File: src/rtl/mem_bus_arbiter_pkg.sv
// Shared definitions for the instruction/data memory bus arbiter: owner IDs and FSM states.
package mem_bus_arbiter_pkg;

  localparam logic ArbIdInstr = 1'b0;
  localparam logic ArbIdData  = 1'b1;

  typedef enum logic [1:0] {
    ArbIdle  = 2'b00,
    ArbHoldI = 2'b01,
    ArbHoldD = 2'b10
  } arb_state_e;

  function automatic arb_state_e hold_state(input logic id);
    return (id == ArbIdData) ? ArbHoldD : ArbHoldI;
  endfunction

endpackage

File: src/rtl/mem_arb_id_fifo.sv
// Owner-ID FIFO for outstanding memory transactions (1 bit wide, DEPTH entries, power of two).
module mem_arb_id_fifo #(
  parameter int unsigned DEPTH = 2,
  localparam int unsigned PTR_W = (DEPTH > 1) ? $clog2(DEPTH) : 1,
  localparam int unsigned CNT_W = PTR_W + 1
) (
  input  logic             clk,
  input  logic             res,
  input  logic             push,
  input  logic             pop,
  input  logic             din,
  output logic             dout,
  output logic [CNT_W-1:0] count,
  output logic             full,
  output logic             empty
);

  logic [DEPTH-1:0] mem_q;
  logic [PTR_W-1:0] wr_ptr_q, rd_ptr_q;
  logic [CNT_W-1:0] count_q;
  logic             push_eff, pop_eff;

  assign full     = (count_q == CNT_W'(DEPTH));
  assign empty    = (count_q == '0);
  assign push_eff = push && !full;
  assign pop_eff  = pop && !empty;
  assign dout     = mem_q[rd_ptr_q];
  assign count    = count_q;

  // DEPTH is a power of two, so the pointers wrap on natural overflow.
  always_ff @(posedge clk or negedge res) begin
    if (!res) begin
      mem_q    <= '0;
      wr_ptr_q <= '0;
      rd_ptr_q <= '0;
      count_q  <= '0;
    end else begin
      if (push_eff) begin
        mem_q[wr_ptr_q] <= din;
        wr_ptr_q        <= wr_ptr_q + PTR_W'(1);
      end
      if (pop_eff) begin
        rd_ptr_q <= rd_ptr_q + PTR_W'(1);
      end
      unique case ({push_eff, pop_eff})
        2'b10:   count_q <= count_q + CNT_W'(1);
        2'b01:   count_q <= count_q - CNT_W'(1);
        default: count_q <= count_q;
      endcase
    end
  end

endmodule

File: src/rtl/mem_bus_arbiter.sv
// Shares one memory port between instruction fetch and data ports; routes responses by owner ID.
// Define ARB_RR_EN for round-robin arbitration; default is fixed priority (data over instr).
module mem_bus_arbiter
  import mem_bus_arbiter_pkg::*;
#(
  parameter int unsigned ADDR_W          = 32,
  parameter int unsigned DATA_W          = 32,
  parameter int unsigned MAX_OUTSTANDING = 2
) (
  input  logic                clk,
  input  logic                res,
  input  logic                instr_req,
  input  logic [ADDR_W-1:0]   instr_addr,
  output logic                instr_gnt,
  output logic                instr_r_valid,
  output logic [DATA_W-1:0]   instr_rdata,
  input  logic                data_req,
  input  logic                data_we,
  input  logic [DATA_W/8-1:0] data_be,
  input  logic [ADDR_W-1:0]   data_addr,
  input  logic [DATA_W-1:0]   data_wdata,
  output logic                data_gnt,
  output logic                data_r_valid,
  output logic [DATA_W-1:0]   data_rdata,
  output logic                mem_req,
  output logic                mem_we,
  output logic [DATA_W/8-1:0] mem_be,
  output logic [ADDR_W-1:0]   mem_addr,
  output logic [DATA_W-1:0]   mem_wdata,
  input  logic                mem_gnt,
  input  logic                mem_r_valid,
  input  logic [DATA_W-1:0]   mem_rdata,
  output logic                err_rvalid
);

  localparam int unsigned CNT_W = $clog2(MAX_OUTSTANDING) + 1;

  arb_state_e       state_q, state_d;
  logic             idle_win, sel, sel_req, req_int, push, pop;
  logic             fifo_dout, fifo_full, fifo_empty;
  logic [CNT_W-1:0] fifo_count;
  logic             err_q;

`ifdef ARB_RR_EN
  logic rr_last_q;

  // On a tie the port that did not win last time goes first.
  assign idle_win = (instr_req && data_req) ? ~rr_last_q :
                    (data_req ? ArbIdData : ArbIdInstr);

  always_ff @(posedge clk or negedge res) begin
    if (!res) begin
      rr_last_q <= ArbIdInstr;
    end else if (push) begin
      rr_last_q <= sel;
    end
  end
`else
  assign idle_win = data_req ? ArbIdData : ArbIdInstr;
`endif

  always_comb begin
    sel     = idle_win;
    state_d = state_q;
    unique case (state_q)
      ArbHoldI: sel = ArbIdInstr;
      ArbHoldD: sel = ArbIdData;
      default:  sel = idle_win;
    endcase
    sel_req = (sel == ArbIdData) ? data_req : instr_req;
    // Blocking uses the registered count, so a same-cycle pop does not free a slot.
    req_int = sel_req && !fifo_full;
    push    = req_int && mem_gnt;
    if (!fifo_full) begin
      unique case (state_q)
        ArbIdle: begin
          if (sel_req && !mem_gnt) state_d = hold_state(sel);
        end
        ArbHoldI, ArbHoldD: begin
          if (!sel_req || mem_gnt) state_d = ArbIdle;
        end
        default: state_d = ArbIdle;
      endcase
    end
  end

  always_ff @(posedge clk or negedge res) begin
    if (!res) begin
      state_q <= ArbIdle;
      err_q   <= 1'b0;
    end else begin
      state_q <= state_d;
      if (mem_r_valid && fifo_empty) err_q <= 1'b1;
    end
  end

  assign pop = mem_r_valid && !fifo_empty;

  mem_arb_id_fifo #(
    .DEPTH (MAX_OUTSTANDING)
  ) u_id_fifo (
    .clk   (clk),
    .res   (res),
    .push  (push),
    .pop   (pop),
    .din   (sel),
    .dout  (fifo_dout),
    .count (fifo_count),
    .full  (fifo_full),
    .empty (fifo_empty)
  );

  // Everything facing the core or the memory is held low while reset is asserted.
  assign mem_req       = res && req_int;
  assign mem_we        = res && (sel == ArbIdData) && data_we;
  assign mem_be        = !res ? '0 : ((sel == ArbIdData) ? data_be : '1);
  assign mem_addr      = !res ? '0 : ((sel == ArbIdData) ? data_addr : instr_addr);
  assign mem_wdata     = (res && (sel == ArbIdData)) ? data_wdata : '0;
  assign instr_gnt     = res && push && (sel == ArbIdInstr);
  assign data_gnt      = res && push && (sel == ArbIdData);
  assign instr_r_valid = res && pop && (fifo_dout == ArbIdInstr);
  assign data_r_valid  = res && pop && (fifo_dout == ArbIdData);
  assign instr_rdata   = res ? mem_rdata : '0;
  assign data_rdata    = res ? mem_rdata : '0;
  assign err_rvalid    = err_q;

  count_in_range_a: assert property (@(posedge clk) disable iff (!res)
    fifo_count <= CNT_W'(MAX_OUTSTANDING));

endmodule

File: config.mk
export PLATFORM = sky130hd
export DESIGN_NAME = mem_bus_arbiter
export DESIGN_NICKNAME = d
export VERILOG_FILES = /design/src/rtl/mem_bus_arbiter_pkg.sv /design/src/rtl/mem_arb_id_fifo.sv /design/src/rtl/mem_bus_arbiter.sv
export SDC_FILE = /design/constraint.sdc
export NUM_CORES = 1
export LEC_CHECK = 0
export CAP_MARGIN = 10
export CORE_AREA = 2 2 108 110
export DETAILED_ROUTE_END_ITERATION = 10
export DIE_AREA = 0 0 110 112
export PLACE_DENSITY = 0.61
export SYNTH_ARGS = -nofsm -noshare
export SYNTH_HDL_FRONTEND = slang
export SYNTH_HIERARCHICAL = 1
export SYNTH_SLANG_ARGS = --single-unit
export TNS_END_PERCENT = 20
File: constraint.sdc
create_clock -name clk -period 3.5 [get_ports clk]
set_clock_uncertainty 0.1 [all_clocks]
set_input_delay 0.7 -clock clk [delete_from_list [all_inputs] [get_ports clk]]
set_output_delay 0.7 -clock clk [all_outputs]
set_load 0.01 [all_outputs]
# ---- Word level (Yosys, flattened, before mapping)
# Index checks and enable logic that the tools add are counted.
dict set report classes {
  reduce_logical 27
  shift 0
  magnitude_cmp 3
  n_mul 0
  n_mux 19
  bitwise_logic 3
  div 0
  add_sub_neg 4
  n_eq_ne 7
}
# op count
set ops {}
lappend ops {{32-bit 2-to-1 mux} 4}
lappend ops {{1-bit logical AND} 17}
lappend ops {{4-bit 2-to-1 mux} 2}
lappend ops {{2-bit one-hot mux with 2 select lines} 2}
lappend ops {{2-bit equality test, second input constant} 3}
lappend ops {{2-bit 2-to-1 mux} 3}
lappend ops {{1-bit 2-to-1 mux} 5}
lappend ops {{2-bit by 1-bit equality test with 1-bit output, second input constant} 2}
lappend ops {{1-bit logical NOT} 4}
lappend ops {{2-bit logical NOT} 2}
lappend ops {{1-bit by 2-bit < comparator with 1-bit output, second input constant} 2}
lappend ops {{2-bit inequality test, second input constant} 2}
lappend ops {{1-bit inverter} 3}
lappend ops {{3-bit AND reduction} 1}
lappend ops {{1-bit adder, second input constant} 2}
lappend ops {{2-bit by 1-bit adder with 2-bit output, second input constant} 1}
lappend ops {{2-bit bitwise mux} 1}
lappend ops {{1-bit one-hot mux with 2 select lines} 1}
lappend ops {{2-bit nonzero test} 1}
lappend ops {{2-bit OR reduction} 1}
lappend ops {{2-bit by 1-bit subtractor with 2-bit output, second input constant} 1}
lappend ops {{1-bit demux with 1-bit select} 1}
lappend ops {{1-bit >= comparator, second input constant} 1}
lappend ops {{1-bit logical OR} 1}
dict set report totals {
  latch_bits 0
  mem_count 0
  in_bits 139
  ram_bits 0
  rom_bits 0
  output_inout_bits 139
  elab_cells 69
  ff_bits 9
}

# ---- Logic depth before layout (Yosys ltp)
# Gate-level depths: netlist of run 1.
dict set report logic_depth {
  word_depth 8
  mapped_depth 9
  mapped_depth_nobuf 9
}

# ---- Cells and area by module
# The synthesis of run 1 kept the hierarchy.
# mod cells_each n_inst area_per_inst_um2 seq_area_each_um2
set by_module_without_submodules {}
lappend by_module_without_submodules {mem_bus_arbiter 247 1 1512.7 75.1}
lappend by_module_without_submodules {mem_arb_id_fifo 23 1 282.8 150.1}

# ---- Worst setup path before layout of run 1
# OpenSTA, ideal clock, no wires.
dict set report synth_path {
  path_type {flip-flop to output port}
  startpoint {register state_q[1]}
  endpoint {output mem_addr[10]}
  arrival_ns 1.653
  setup_slack_ns 1.047
  n_path_buf 1
  path_stages_with_launch 7
  path_cell_list {dfrtp_1 -> inv_1 -> ha_1 -> mux2i_2 -> clkbuf_1 -> nand2_1 -> a21boi_0}
}
dict set report synth_via {
  elab_chain_cells 4
  word_cells_on_any_way 5
}
# element line_no
set synth_lines {}
lappend synth_lines {{start, declared} mem_bus_arbiter.sv:38} ;# arb_state_e state_q, state_d;
lappend synth_lines {{start signal, assigned} mem_bus_arbiter.sv:89} ;# state_q <= ArbIdle;
lappend synth_lines {{start signal, assigned} mem_bus_arbiter.sv:92} ;# state_q <= state_d;
lappend synth_lines {{2-bit equality test / 2-bit by 1-bit equality test with 1-bit output (equally long branches)} mem_bus_arbiter.sv:65} ;# unique case (state_q)
lappend synth_lines {{1-bit one-hot mux with 2 select lines (*)} mem_bus_arbiter.sv:65}
lappend synth_lines {{32-bit 2-to-1 mux (*) (2 in series)} mem_bus_arbiter.sv:117} ;# assign mem_addr = !res ? '0 : ((sel == ArbIdData) ? data_addr : instr_addr);
lappend synth_lines {{end, declared} mem_bus_arbiter.sv:28} ;# output logic [ADDR_W-1:0] mem_addr,
# Every way passes the cells marked *; elsewhere a longest branch is shown, timed or not.

# ---- Worst setup path after layout of run 1
dict set report layout_path {
  startpoint {input data_req}
  endpoint {output mem_wdata[23]}
}
dict set report layout_via {
  elab_chain_cells 4
}
# element line_no
set layout_lines {}
lappend layout_lines {{start, declared} mem_bus_arbiter.sv:17} ;# input logic data_req,
lappend layout_lines {{1-bit 2-to-1 mux} mem_bus_arbiter.sv:59} ;# assign idle_win = data_req ? ArbIdData : ArbIdInstr;
lappend layout_lines {{1-bit one-hot mux with 2 select lines} mem_bus_arbiter.sv:65}
lappend layout_lines {{1-bit logical AND} mem_bus_arbiter.sv:118} ;# assign mem_wdata = (res && (sel == ArbIdData)) ? data_wdata : '0;
lappend layout_lines {{32-bit 2-to-1 mux} mem_bus_arbiter.sv:118}
lappend layout_lines {{end, declared} mem_bus_arbiter.sv:29} ;# output logic [DATA_W-1:0] mem_wdata,
# Every way passes these cells.

==> impl_metrics.tcl, run 1 <==
set metrics [dict create \
    clock_power_share 0.123 \
    drive_gt1_frac 0.0375 \
    status "finished, final reports clean" \
    peakVddDrop_mv 0.254 \
    grt_max_degree 60 \
    fillers 1152 \
    ctsLongestPathBuffers 2 \
    placedInstanceArea_sq_um 4520 \
    gp_congestion 0.754 \
    ys.flop_type "dfrtp_1" \
    fp.dieW_um 110 \
    hold_viol_final 0 \
    power.static_leakage_nw 1.93 \
    wirelength_um 8820 \
    viasPerCell 4.08 \
    finalCritPeriodShare 0.972 \
    p_total_w 0.00164 \
    setup_tns_ns 0 \
    fin_crit_ns 3.40 \
    synth_edf_count 0 \
    power_frac_seq 0.111 \
    fin_area_sq_um 4610 \
    num_io_pins 278 \
    die-area_sq_um 12300 \
    cts_setup_buffers 0 \
    hold_ws_ns 0.360 \
    worstMarginPinSlew_ns 0.518 \
    synthArstFlopShare 1.00 \
    reg2reg_depth 9 \
    start_kind "input pin" \
    wl_per_cell_um 13.6 \
    grt_pass1_vias 2648 \
    cap_viol_max_count 0 \
    drtIter0Drc 104 \
    synth_fp_nets 412 \
    yosysWarnings 6 \
    antenna_found_initial 0 \
    yosys_register_bits 9 \
    required_ns 2.70 \
    worstSetupPathType "in -> out" \
    max_freq_ghz 0.294 \
    crit_slowest_cell "clkdlybuf4s50_1" \
    rsz0062_at_grt "true" \
    p_sw_w 0.000629 \
    arrival_ns 2.60 \
    overflow 0 \
    area_delta_synth_final_pct 157 \
    track_usage 0.127 \
    cp_common_cell "clkdlybuf4s50_1" \
    rows 39 \
    crit_path_end_kind "output port" \
    cts-root-buf "clkbuf_16" \
    internal_power_w 0.00101 \
    ys_types 31 \
    pwr-share-comb 0.767 \
    cts_tree "built" \
    slowest_delay_ns 0.49 \
    synth_top_cell_by_area "buf_4" \
    grt_pass1_wl_um 12800 \
    switching_share 0.384 \
    antenna_left 0 \
    yosys-top-cells-area "buf_4 15%, nand2_1 14%, and3_1 13%" \
    fp.dieH_um 112 \
    clk_pin_slew_ns 0.04 \
    dp_hpwl_um 7230 \
    cts_hold_buffers 0 \
    initial_core_util 0.161 \
    firstDrtPassIters 4 \
    cts_resized 0 \
    drc_errors 0 \
    clk_latency_ns 0.23 \
    power_density_nw_per_um2 355 \
    port_buffers 277 \
    vias 2649 \
    min_path_cells 1 \
    slew_headroom 0.655 \
    drv_slew 0 \
    min_path_type "reg -> reg" \
    ys_seq_area_frac 0.125 \
    cts_buffers 3 \
    core_area_sq_um 11200 \
    worstPathCellList "clkdlybuf4s50_1, mux2i_4, clkinv_2, buf_12, and3_1, clkdlybuf4s50_1" \
    syn-cell-area_sq_um 1800 \
    cts.htree.levels 1 \
    finalSetupViolCount 0 \
    clock_sinks 9 \
    antennaDiodeCount 0 \
    reg2reg_slack_ns 1.29 \
    synthCells 270 \
    final_net_count 649 \
    avgSynthCellArea_sq_um 6.65 \
    synth_top_area_share 0.151 \
    cp_max_fo 27 \
]
[state kept, by name (all words and copies together), names as in the netlist]
name / flops
u_id_fifo/count: 2
state_q: 2
u_id_fifo/mem_q: 2
u_id_fifo/wr_ptr_q: 1
err_rvalid: 1
u_id_fifo/rd_ptr_q: 1
[cell type report]
cell class	instances	area, sq um	area share
clock buffer	4	78.8	0.0171
inverter	5	20.0	0.00434
multi-input combinational	202	1220	0.266
sequential	9	225	0.0489
tap	143	179	0.0388
timing repair buffer	286	2880	0.625
[cell usage in the layout, fill, tap and decap left out]
cell | synthesis | routed
a211oi_2 | 0 | 1
a21boi_0 | 18 | 18
a21boi_1 | 14 | 14
a21o_1 | 1 | 1
and2_1 | 32 | 32
and3_1 | 36 | 36
buf_12 | 0 | 3
buf_2 | 2 | 1
buf_4 | 36 | 6
clkbuf_1 | 16 | 1
clkbuf_16 | 0 | 3
clkdlybuf4s50_1 | 0 | 273
clkinv_2 | 0 | 1
dfrtp_1 | 9 | 9
dlymetal6s2s_1 | 0 | 3
ha_1 | 3 | 3
inv_1 | 4 | 4
mux2_1 | 1 | 1
mux2_2 | 2 | 2
mux2i_1 | 2 | 2
mux2i_4 | 0 | 1
nand2_1 | 66 | 66
nand2b_2 | 1 | 1
nand3_1 | 1 | 1
nand3b_1 | 1 | 1
nor2_1 | 4 | 4
nor2b_1 | 2 | 2
nor3_1 | 1 | 1
nor3b_1 | 1 | 1
o21a_1 | 5 | 5
o21bai_1 | 1 | 1
o32ai_1 | 2 | 2
or4b_1 | 1 | 1
xnor2_1 | 3 | 3
xor2_1 | 2 | 2
[Yosys cell counts (3+ instances only)]
| master | number |
|---|---|
| a21boi_0 | 18 |
| a21boi_1 | 14 |
| and2_1 | 32 |
| and3_1 | 36 |
| buf_4 | 36 |
| clkbuf_1 | 16 |
| dfrtp_1 | 9 |
| ha_1 | 3 |
| inv_1 | 4 |
| nand2_1 | 66 |
| nor2_1 | 4 |
| o21a_1 | 5 |
| xnor2_1 | 3 |
[logic make-up (layout without fill, tap and decap cells)]
kind of cell,Yosys count,count (layout),synth area share
buffers and inverters,59,295,0.200
and+or+nand+nor,146,146,0.415
xor gates and xnor gates,5,5,0.0244
AOI/OAI and AO/OA,42,42,0.177
DFF,9,9,0.125
adders and majority gates,3,3,0.0209
muxes,6,6,0.0376
[power groups by stage]
stage | Clock [W] | Combinational (W) | Sequential [W]
after global placement | 0 | 0.00124 | 0.000182
final | 0.000201 | 0.00126 | 0.000181
after detailed placement | 0 | 0.00126 | 0.000182
after floorplan | 0 | 0.000616 | 0.000176
after CTS | 0.000203 | 0.00127 | 0.000182
after global routing | 0.000210 | 0.00136 | 0.000188
[worst paths after layout]
| path | start | end |
|---|---|---|
| min in group asynchronous | res | u_id_fifo/count[0] |
| max in group asynchronous | res | u_id_fifo/count[1] |
| worst min-delay path | err_rvalid | err_rvalid |
| worst max-delay path | data_req | mem_wdata[23] |
| worst min register to register | err_rvalid | err_rvalid |
| worst max register to register | u_id_fifo/count[0] | u_id_fifo/count[1] |
[critical path, delay by kind of cell]
family	cells	cell delay (ns)
multiplexers	1	0.20
buffers and inverters	4	1.50
AND/OR/NAND/NOR	1	0.19
[metrics by stage]
step           setup WS (ns)  utilization  instances
3_3_place_gp          0.0701        0.404        645
3_5_place_dp          0.0406        0.404        645
4_1_cts               0.0432        0.411        649
2_1_floorplan           1.05            -        270
6_report              0.0964        0.412        649
5_1_grt             -0.00894        0.412        649
[routing by layer]
layer / part of all wire / up-vias / track usage
li1: - / 1329 / -
met3: 0.11 / 4 / 0.0275
met4: 0.0045 / 0 / 0.0118
met5: 0 / - / 0
met1: 0.38 / 1176 / 0.140
met2: 0.51 / 140 / 0.249
(Power assumes the default switching activity.)
==> run 2, diff against run 1 <==
--- a/config.mk
+++ b/config.mk
@@ -10,6 +10,7 @@
 export DETAILED_ROUTE_END_ITERATION = 10
 export DIE_AREA = 0 0 110 112
 export PLACE_DENSITY = 0.61
+export SKIP_LAST_GASP = 1
 export SYNTH_ARGS = -nofsm -noshare
 export SYNTH_HDL_FRONTEND = slang
 export SYNTH_HIERARCHICAL = 1
==> impl_metrics.tcl, run 2 (synthesis results as in run 1) <==
set metrics [dict create \
    track_usage 0.127 \
    cap_viol_max_count 0 \
    cts_buffers 3 \
    overflow 0 \
    clock_sinks 9 \
    fin_crit_ns 3.44 \
    hp-start "err_rvalid" \
    layout_commonest_cell "clkdlybuf4s50_1" \
    most-common-layout-cells "275 x clkdlybuf4s50_1, 66 x nand2_1, 36 x and3_1, 32 x and2_1, 18 x a21boi_0" \
    rsz0062_at_grt "true" \
    gp_congestion 0.754 \
    min_to "err_rvalid" \
    viasPerCell 4.08 \
    hold_viol_final 0 \
    cts.htree.levels 1 \
    finalSetupViolCount 0 \
    start_kind "input pin" \
    antennaDiodeCount 0 \
    crit_path_end_kind "output port" \
    die-area_sq_um 12300 \
    drive_gt1_frac 0.0375 \
    vias 2651 \
    max_freq_ghz 0.291 \
    wl_per_cell_um 13.5 \
    wirelength_um 8790 \
    grt_pass1_wl_um 12800 \
    cts_setup_buffers 0 \
    power.static_leakage_nw 1.91 \
    cp_max_fo 37 \
    cts-root-buf "clkbuf_16" \
    power_density_nw_per_um2 356 \
    ctsLongestPathBuffers 2 \
    slew_headroom 0.649 \
    drc_errors 0 \
    clk_latency_ns 0.23 \
    final_net_count 649 \
    seqCellArea_sq_um 225 \
    rows 39 \
    firstDrtPassIters 4 \
    required_ns 2.70 \
    finalCritPeriodShare 0.983 \
    place_ws_ns 0.0406 \
    grt_pass1_vias 2648 \
    reg2reg_depth 9 \
    worstSetupPathType "in -> out" \
    dp_hpwl_um 7230 \
    clk_pin_slew_ns 0.04 \
    cpLargestDelayFamily "buffers and inverters" \
    drv_slew 0 \
    arrival_ns 2.64 \
    drtIter0Drc 140 \
    crit_buf_inv 4 \
    min_path_cells 1 \
    min_path_type "reg -> reg" \
    status "finished, final reports clean" \
    core_area_sq_um 11200 \
    multi_input_area_sq_um 1220 \
    cp-startpoint "data_req" \
    area_delta_synth_final_pct 156 \
    worstPathCellList "clkdlybuf4s50_1, mux2i_4, buf_4, buf_12, nand2_1, a21boi_0, clkdlybuf4s50_1" \
    fillers 1153 \
    r2r_end "u_id_fifo/count[1]" \
    reg2reg_slack_ns 1.29 \
    cts_tree "built" \
    postLayoutSetupSlackWorst_ns 0.0593 \
    antenna_found_initial 0 \
    antenna_left 0 \
    port_buffers 277 \
    cp_common_cell "clkdlybuf4s50_1" \
    peakVddDrop_mv 0.255 \
    fp.dieH_um 112 \
    crit_slowest_cell "clkdlybuf4s50_1" \
    slowest_delay_ns 0.58 \
    setup_tns_ns 0 \
    worstMarginPinSlew_ns 0.526 \
    initial_core_util 0.161 \
    r2r-start "u_id_fifo/count[0]" \
    fp.dieW_um 110 \
    grt_max_degree 60 \
    num_io_pins 278 \
]
## run 2: cell count changes in the layout (fill, tap and decap cells not counted), sizes merged
cell,change
clkdlybuf4s50,+2
dlymetal6s2s,-2
## run 2: stage by stage
stage	power, W	utilization	area, sq um	hold WS (ns)	std cells
final	0.00164	0.412	4600	0.360	649
after global placement	0.00142	0.404	4520	0.344	645
after detailed placement	0.00144	0.404	4520	0.352	645
after CTS	0.00165	0.411	4590	0.364	649
after global routing	0.00176	0.412	4600	0.377	649
after floorplan	0.000791	-	1800	0.304	270
## run 2: repair_timing
| item | in CTS | in global routing |
|---|---|---|
| hold buffers | 0 | 0 |
| gates resized for setup | 0 | 3 |
| endpoints found under the setup margin | 0 | 13 |
## run 2: how the worst max path moves through the flow
| stage | to | slack [ns] | cells after the start |
|---|---|---|---|
| floorplan | mem_addr[10] | 1.05 | 6 |
| global placement | mem_addr[26] | 0.07 | 7 |
| detailed placement | mem_addr[14] | 0.04 | 7 |
| CTS | mem_addr[26] | 0.04 | 7 |
| global route | mem_addr[7] | -0.04 | 7 |
| finish | mem_addr[8] | 0.06 | 7 |
## run 2: final cells by class
cell class	instances	share of cell area
inverters	5	0.00435
flip-flops and latches	9	0.0489
repair buffers	286	0.625
well taps	143	0.0389
multi-input cells	202	0.266
clock buffers	4	0.0171
## run 2: report_power, final
group | internal, W | leakage, nW | switching [W] | total [W]
logic | 0.000708 | 1.76 | 0.000549 | 0.00126
registers | 0.000150 | 0.107 | 0.0000311 | 0.000181
clock network | 0.000152 | 0.0382 | 0.0000490 | 0.000201
## run 2: per-layer routing
metal | global-route usage | wire [um] | vias up
li1 | - | - | 1328
met1 | 0.140 | 3300 | 1181
met2 | 0.249 | 4490 | 138
met3 | 0.0275 | 955 | 4
met4 | 0.0118 | 40 | 0
met5 | 0 | 0 | -
==> run 3, diff against run 2 <==
--- a/config.mk
+++ b/config.mk
@@ -10,6 +10,7 @@
 export DETAILED_ROUTE_END_ITERATION = 10
 export DIE_AREA = 0 0 110 112
 export PLACE_DENSITY = 0.61
+export RECOVER_POWER = 100
 export SKIP_LAST_GASP = 1
 export SYNTH_ARGS = -nofsm -noshare
 export SYNTH_HDL_FRONTEND = slang
==> impl_metrics.tcl, run 3 (synthesis results as in run 1) <==
set metrics [dict create \
    start_kind "input pin" \
    power_frac_seq 0.111 \
    cap_viol_max_count 0 \
    arrival_ns 2.64 \
    rows 39 \
    viasPerCell 4.10 \
    p_total_w 0.00163 \
    cts_tree "built" \
    reg2reg_slack_ns 1.27 \
    grt_max_degree 60 \
    cts_hold_buffers 0 \
    p_sw_w 0.000627 \
    drc_errors 0 \
    ctsLongestPathBuffers 2 \
    drtIter0Drc 125 \
    internal_power_w 0.00100 \
    cp_common_cell "clkdlybuf4s50_1" \
    cp-endpoint "mem_addr[8]" \
    clock_sinks 9 \
    cp_max_fo 37 \
    gp_congestion 0.754 \
    cpLargestDelayFamily "buffers and inverters" \
    finalSetupViolCount 0 \
    final_net_count 649 \
    peakVddDrop_mv 0.254 \
    core_area_sq_um 11200 \
    cts_buffers 3 \
    cts.htree.levels 1 \
    initial_core_util 0.161 \
    worstSetupPathType "in -> out" \
    fin_crit_ns 3.44 \
    r2r_end "u_id_fifo/count[1]" \
    slew_headroom 0.488 \
    crit_cells 7 \
    track_usage 0.127 \
    pwr-share-comb 0.765 \
    slowest_delay_ns 0.58 \
    max_freq_ghz 0.291 \
    overflow 0 \
    wirelength_um 8770 \
    reg2reg_depth 9 \
    area_delta_synth_final_pct 156 \
    status "finished, final reports clean" \
    grt_pass1_wl_um 12800 \
    drv_slew 0 \
    fp.dieW_um 110 \
    antenna_found_initial 0 \
    drive_gt1_frac 0.0356 \
    most-common-layout-cells "252 x clkdlybuf4s50_1, 66 x nand2_1, 36 x and3_1, 24 x and2_0, 23 x dlygate4sd3_1" \
    postLayoutCoreUtil 0.411 \
    antennaDiodeCount 0 \
    power.static_leakage_nw 1.92 \
    wl_per_cell_um 13.5 \
    crit_buf_inv 4 \
    switching_share 0.385 \
    clk_pin_slew_ns 0.04 \
    num_io_pins 278 \
    clk_latency_ns 0.23 \
    required_ns 2.70 \
    firstDrtPassIters 4 \
    fp.dieH_um 112 \
    clock_power_share 0.124 \
    antenna_left 0 \
    port_buffers 277 \
    cp-startpoint "data_req" \
    cts_setup_buffers 0 \
    r2r-start "u_id_fifo/count[0]" \
    worstPathCellList "clkdlybuf4s50_1, mux2i_4, buf_4, buf_12, nand2_1, a21boi_0, clkdlybuf4s50_1" \
    rsz0062_at_grt "true" \
    die-area_sq_um 12300 \
    power_density_nw_per_um2 354 \
    crit_path_end_kind "output port" \
    hold_viol_final 0 \
    min_path_type "reg -> reg" \
    layout_commonest_cell "clkdlybuf4s50_1" \
    dp_hpwl_um 7230 \
    grt_pass1_vias 2648 \
    worstMarginPinSlew_ns 0.768 \
    finalCritPeriodShare 0.983 \
    vias 2658 \
    cts_resized 0 \
    crit_slowest_cell "clkdlybuf4s50_1" \
    cts-root-buf "clkbuf_16" \
]
==> run 3: cell types whose count changed in the layout (fill, tap and decap cells not counted) <==
cell / delta
dlygate4sd3_1: +23
buf_4: -2
clkbuf_1: +1
and2_1: -24
and2_0: +24
clkbuf_2: +1
clkdlybuf4s50_1: -23
==> run 3: worst reg2reg max path, cell delays in order (launching register included) <==
cell and delay, ns:
dfrtp_1 0.40, nand2b_2 0.18, inv_1 0.07, o21bai_1 0.19
a211oi_2 0.31, clkbuf_1 0.17, nand2_1 0.11, ha_1 0.32
nor2_1 0.14, xor2_1 0.16
==> run 3: worst min-delay path by stage <==
stage               startpoint         end  cells after the start
finish              err_rvalid  err_rvalid                      1
global route        err_rvalid  err_rvalid                      1
CTS                 err_rvalid  err_rvalid                      1
detailed placement  err_rvalid  err_rvalid                      1
global placement    err_rvalid  err_rvalid                      1
floorplan                  res  err_rvalid                      0
==> run 3: metrics by stage <==
stage          setup WS (ns)  hold slack (ns)  TNS [ns]  cell area, sq um  std cells
2_1_floorplan           1.05            0.304         0              1800        270
3_3_place_gp          0.0701            0.344         0              4520        645
3_5_place_dp          0.0406            0.352         0              4520        645
4_1_cts               0.0432            0.364         0              4590        649
5_1_grt              -0.0368            0.372   -0.0533              4600        649
6_report              0.0591            0.354         0              4600        649
==> run 3: power groups by stage <==
stage                     combinational, W  clock, W  sequential [W]
after floorplan                   0.000616         0        0.000176
after global placement             0.00124         0        0.000182
after detailed placement           0.00126         0        0.000182
after CTS                          0.00127  0.000203        0.000182
after global routing               0.00135  0.000210        0.000188
final                              0.00125  0.000201        0.000181
==> run 3: metal layers <==
metal / routed length (um) / up-vias / track usage
li1: - / 1327 / -
met1: 3240 / 1189 / 0.140
met2: 4510 / 138 / 0.249
met3: 974 / 4 / 0.0275
met4: 40 / 0 / 0.0118
met5: 0 / - / 0
==> run 3: layout make-up <==
class | instances | area (sq um)
inverter | 5 | 20.0
timing repair buffer | 286 | 2870
sequential | 9 | 225
clock buffer | 4 | 78.8
tap | 143 | 179
fill | 1154 | 6580
multi-input combinational | 202 | 1220
==> RTL change 1 (settings of run 2) <==
Put one more register stage on the output `err_rvalid`, with the module's reset. The value now appears one clock later. The other outputs are not delayed to match.
--- a/src/rtl/mem_bus_arbiter.sv
+++ b/src/rtl/mem_bus_arbiter.sv
@@ -124,3 +124,9 @@
   assign data_rdata    = res ? mem_rdata : '0;
-  assign err_rvalid    = err_q;
+  always_ff @(posedge clk or negedge res) begin
+    if (!res) begin
+      err_rvalid <= '0;
+    end else begin
+      err_rvalid <= err_q;
+    end
+  end
 
Behaviour: not the same (Yosys sat finds a counterexample within 4 cycles, from zero or initial values).
==> RTL change 1 against run 2 <==
Setup slack improved by 0.044 ns; routed wire length increased by 0.19%; non-clock buffer count decreased by 2; area after synthesis increased by 4.9%; clock power increased by 11%; design area increased by 1.1%; power increased by 11%; synthesized cell count increased by 2.2%; sequential cell count increased by 1; largest cell class unchanged; highest routed layer unchanged.
==> RTL change 1: results (changes against run 2) <==
status finished clean; Mapped Cells 276 (+2.2%); worst-path fanout max 5 (-86%); #MultiIn Comb 206 (+2.0%); Setup WS pre-CTS 0.0523 ns (+0.0117 ns); Clock Power 224 uW (+11%); crit path capture data_gnt; M2 GR Usage 23.5% (-1.4 points); reg2reg path depth 11 (+2); commonest cells in the synthesized netlist nand2_1 (67), buf_4 (38), and3_1 (36); register area share after synthesis 13.3% (+0.75 points); Synth area leaders buf_4 (15%), nand2_1 (13%), dfrtp_1 (13%), and3_1 (12%), and2_1 (11%); share of layout cells above drive strength 1 4.32% (+0.57 points); final net count 652 (+0.46%); maximum vdd drop 299 uV (+17%); Hold EP err_rvalid$_DFF_PN0_; seq_cells 10 (+1); buffer share of cell area 61.5% (-1.0 points); met2 wire len 4.34 mm (-3.3%); post-synthesis mux area share 3.59% (-0.18 points); fill cell count 1126 (-2.3%); global-route wire length before repair 12.7 mm (-1.3%); vias in the first global route 2590 (-2.2%); WHS 0.282 ns (-0.0784 ns); fin crit period 3.40 ns (-0.0437 ns); Leak Pwr 0.00191 uW (+0.46%); placed wire-length estimate 7.28 mm (+0.66%); met1 WL 3.43 mm (+4.0%); DR vias/cell 4.12 (+0.93%)
-- RTL change 1: cell count changes in the layout (fill, tap and decap cells not counted), moves of 2 or more --
cell | before | now
o32ai_1 | 2 | 0
a21boi_1 | 14 | 25
nand3_1 | 1 | 3
a21boi_0 | 18 | 7
buf_4 | 6 | 3
-- RTL change 1: stage by stage --
stage               area (um^2)  utilization [%]  total power, uW
CTS                        4650             41.6             1840
floorplan                  1880                -              947
detailed placement         4560             40.8             1610
finish                     4660             41.7             1830
global placement           4560             40.8             1590
global route               4660             41.7             1960
-- RTL change 1: what timing repair did --
item                                    4_1_cts  5_1_grt
resized for setup                             0        2
setup buffers                                 0        0
endpoints found under the setup margin        0       16
-- RTL change 1: critical path, stage by stage --
cell and delay [ns]:
clkdlybuf4s50_1 0.58, mux2i_1 0.14, a21o_2 0.24, nor3b_2 0.22
and3_1 0.18, clkdlybuf4s50_1 0.53
==> RTL change 2 (settings of run 2) <==
Made on the original files. The option `ARB_RR_EN` is turned on by a define.
--- a/src/rtl/mem_bus_arbiter.sv
+++ b/src/rtl/mem_bus_arbiter.sv
@@ -2,2 +2,4 @@
 // Define ARB_RR_EN for round-robin arbitration; default is fixed priority (data over instr).
+`define ARB_RR_EN
+
 module mem_bus_arbiter
Function: changed (a bounded check fails within 4 cycles, from zero or initial values).
==> RTL change 2 against run 2 <==
Routed wire length increased by 11%; sequential cell count increased by 1; setup slack got worse by 0.010 ns; critical path depth decreased by 1; combinational power increased by 10%; sequential power increased by 12%; power increased by 9.1%; non-clock buffer count decreased by 3; area after synthesis increased by 12%; first-iteration DRC count decreased by 21%; die area unchanged; design area increased by 3.3%; largest cell class unchanged; highest routed layer unchanged.
==> RTL change 2: results (changes against run 2) <==
WHS 0.360 ns (-0.000565 ns); gpl congestion 0.799 (+5.9%); worst-path fanout max 35 (-5.4%); CTS Buffer Depth 2 (unchanged); Root Driver clkbuf_16; CTS clk-pin slew, worst paths 0.04 ns (about the same); H-tree levels 1 (unchanged); Synth area leaders mux2i_1 (16%), nand2_1 (13%), dfrtp_1 (12%), buf_4 (12%), and3_1 (11%); reg-to-reg slack, setup 1.17 ns (-0.12 ns); synth warn 6 (unchanged); vias in the first global route 2680 (+1.2%); Slew @ Worst Pin 0.395 ns (-0.131 ns); CTS buffer count 3 (unchanged); setup bufs post-CTS 0 (unchanged); commonest cells in the synthesized netlist nand2_1 (67), and3_1 (36), mux2i_1 (33); Net Count, Synth 421 (+2.2%); Pre-antenna DRT Iters 4 (unchanged); DR vias/cell 4.18 (+2.4%); placed wire-length estimate 8.06 mm (+11%); initial antenna violation count 0 (unchanged); Synth async-reset ratio 100% (unchanged); Leak Pwr 0.00214 uW (+13%); Crit path arrival time 2.65 ns (about the same); largest net degree at the start of global routing 99 (+65%); fill cell count 1136 (-1.5%); final number of setup-violating endpoints 0 (unchanged); Synth cell types 38 (+23%); hold crit path type reg2reg; ys flop type dfrtp_1; Pint 1110 uW (+10%); status finished clean; share of layout cells above drive strength 1 3.52% (-0.23 points); final net count 655 (+0.92%); All-Layer GR Usage 13.8% (+1.1 points); IO buf count 277 (unchanged); register area share after synthesis 12.5% (-0.075 points); later-pin clock latency in the skew report 0.23 ns (about the same); Diodes inserted 0 (unchanged); per-cell routed wire length 15.0 um (+11%); global-route wire length before repair 13.4 mm (+4.6%); initial drt markers 110 (-21%); maximum vdd drop 191 uV (-25%)
[RTL change 2: changes by cell type after synthesis, sizes merged, moves of 2 or more]
cell / run 2 / this run
o21ai: 0 / 2
o31ai: 0 / 2
mux2i: 3 / 33
o32ai: 2 / 0
a21boi: 32 / 1
[RTL change 2: worst max-delay path, cell delays in order]
cell             delay, ns
clkdlybuf4s50_1       0.47
a21bo_2               0.24
o21a_4                0.24
inv_4                 0.22
and3_1                0.20
clkdlybuf4s50_1       0.56
[RTL change 2: through the flow]
step	worst slack (ns)	cells	util, %	instance area [um^2]	TNS [ns]
floorplan	1.06	279	-	2010	0
detailed placement	-0.0329	650	41.5	4630	-0.188
finish	0.0490	654	42.5	4750	0
global route	-0.0321	654	42.5	4750	-0.287
global placement	0.00456	650	41.5	4630	0
CTS	0.0286	653	42.1	4710	0
[RTL change 2: area by class of cell]
type / count / area share (%)
timing repair buffer: 283 / 60.5
multi-input combinational: 209 / 28.3
sequential: 10 / 5.26
tap: 143 / 3.76
clock buffer: 3 / 1.58
inverter: 6 / 0.526
[RTL change 2: worst paths after layout]
path                       depth (start not counted)                             end                    from
setup / recovery                                   6                   mem_wdata[31]               instr_req
hold / removal                                     1          err_rvalid$_DFFE_PN0P_  err_rvalid$_DFFE_PN0P_
setup reg to reg                                   8  u_id_fifo/count[1]$_DFFE_PN0P_  state_q[1]$_DFFE_PN0P_
hold reg to reg                                    1          err_rvalid$_DFFE_PN0P_  err_rvalid$_DFFE_PN0P_
max in group asynchronous                          2           rr_last_q$_DFFE_PN0P_                     res
min in group asynchronous                          2  u_id_fifo/mem_q[1]$_DFFE_PN0P_                     res
[RTL change 2: per-layer routing]
metal	up-vias	share of wire, %	GRT usage (%)
met5	-	0	0
met4	0	0.83	2.53
met3	4	13	5.44
met2	165	50	25.8
met1	1215	36	14.4
li1	1351	-	-
[RTL change 2: cell families after synthesis]
| logic type | share of synthesized area (%) |
|---|---|
| AND/OR/NAND/NOR | 37.3 |
| adder cells (fa/ha/maj) | 1.87 |
| AO/OA/AOI/OAI | 6.86 |
| flip-flops | 12.5 |
| multiplexers | 18.9 |
| XOR/XNOR | 2.18 |
| buffers and inverters | 20.4 |
[RTL change 2: power by group through the flow]
stage | combinational [uW] | clock [uW] | sequential, uW
after floorplan | 781 | 0 | 196
after CTS | 1360 | 204 | 203
after detailed placement | 1340 | 0 | 205
after global routing | 1500 | 209 | 211
after global placement | 1330 | 0 | 203
final | 1390 | 197 | 202
[RTL change 2: timing repair]
item	4_1_cts	5_1_grt
hold endpoints to repair	0	0
hold buffers	0	0
resized for setup	1	6
endpoints found under the setup margin	16	29
pin swaps	0	0
cloned	0	1
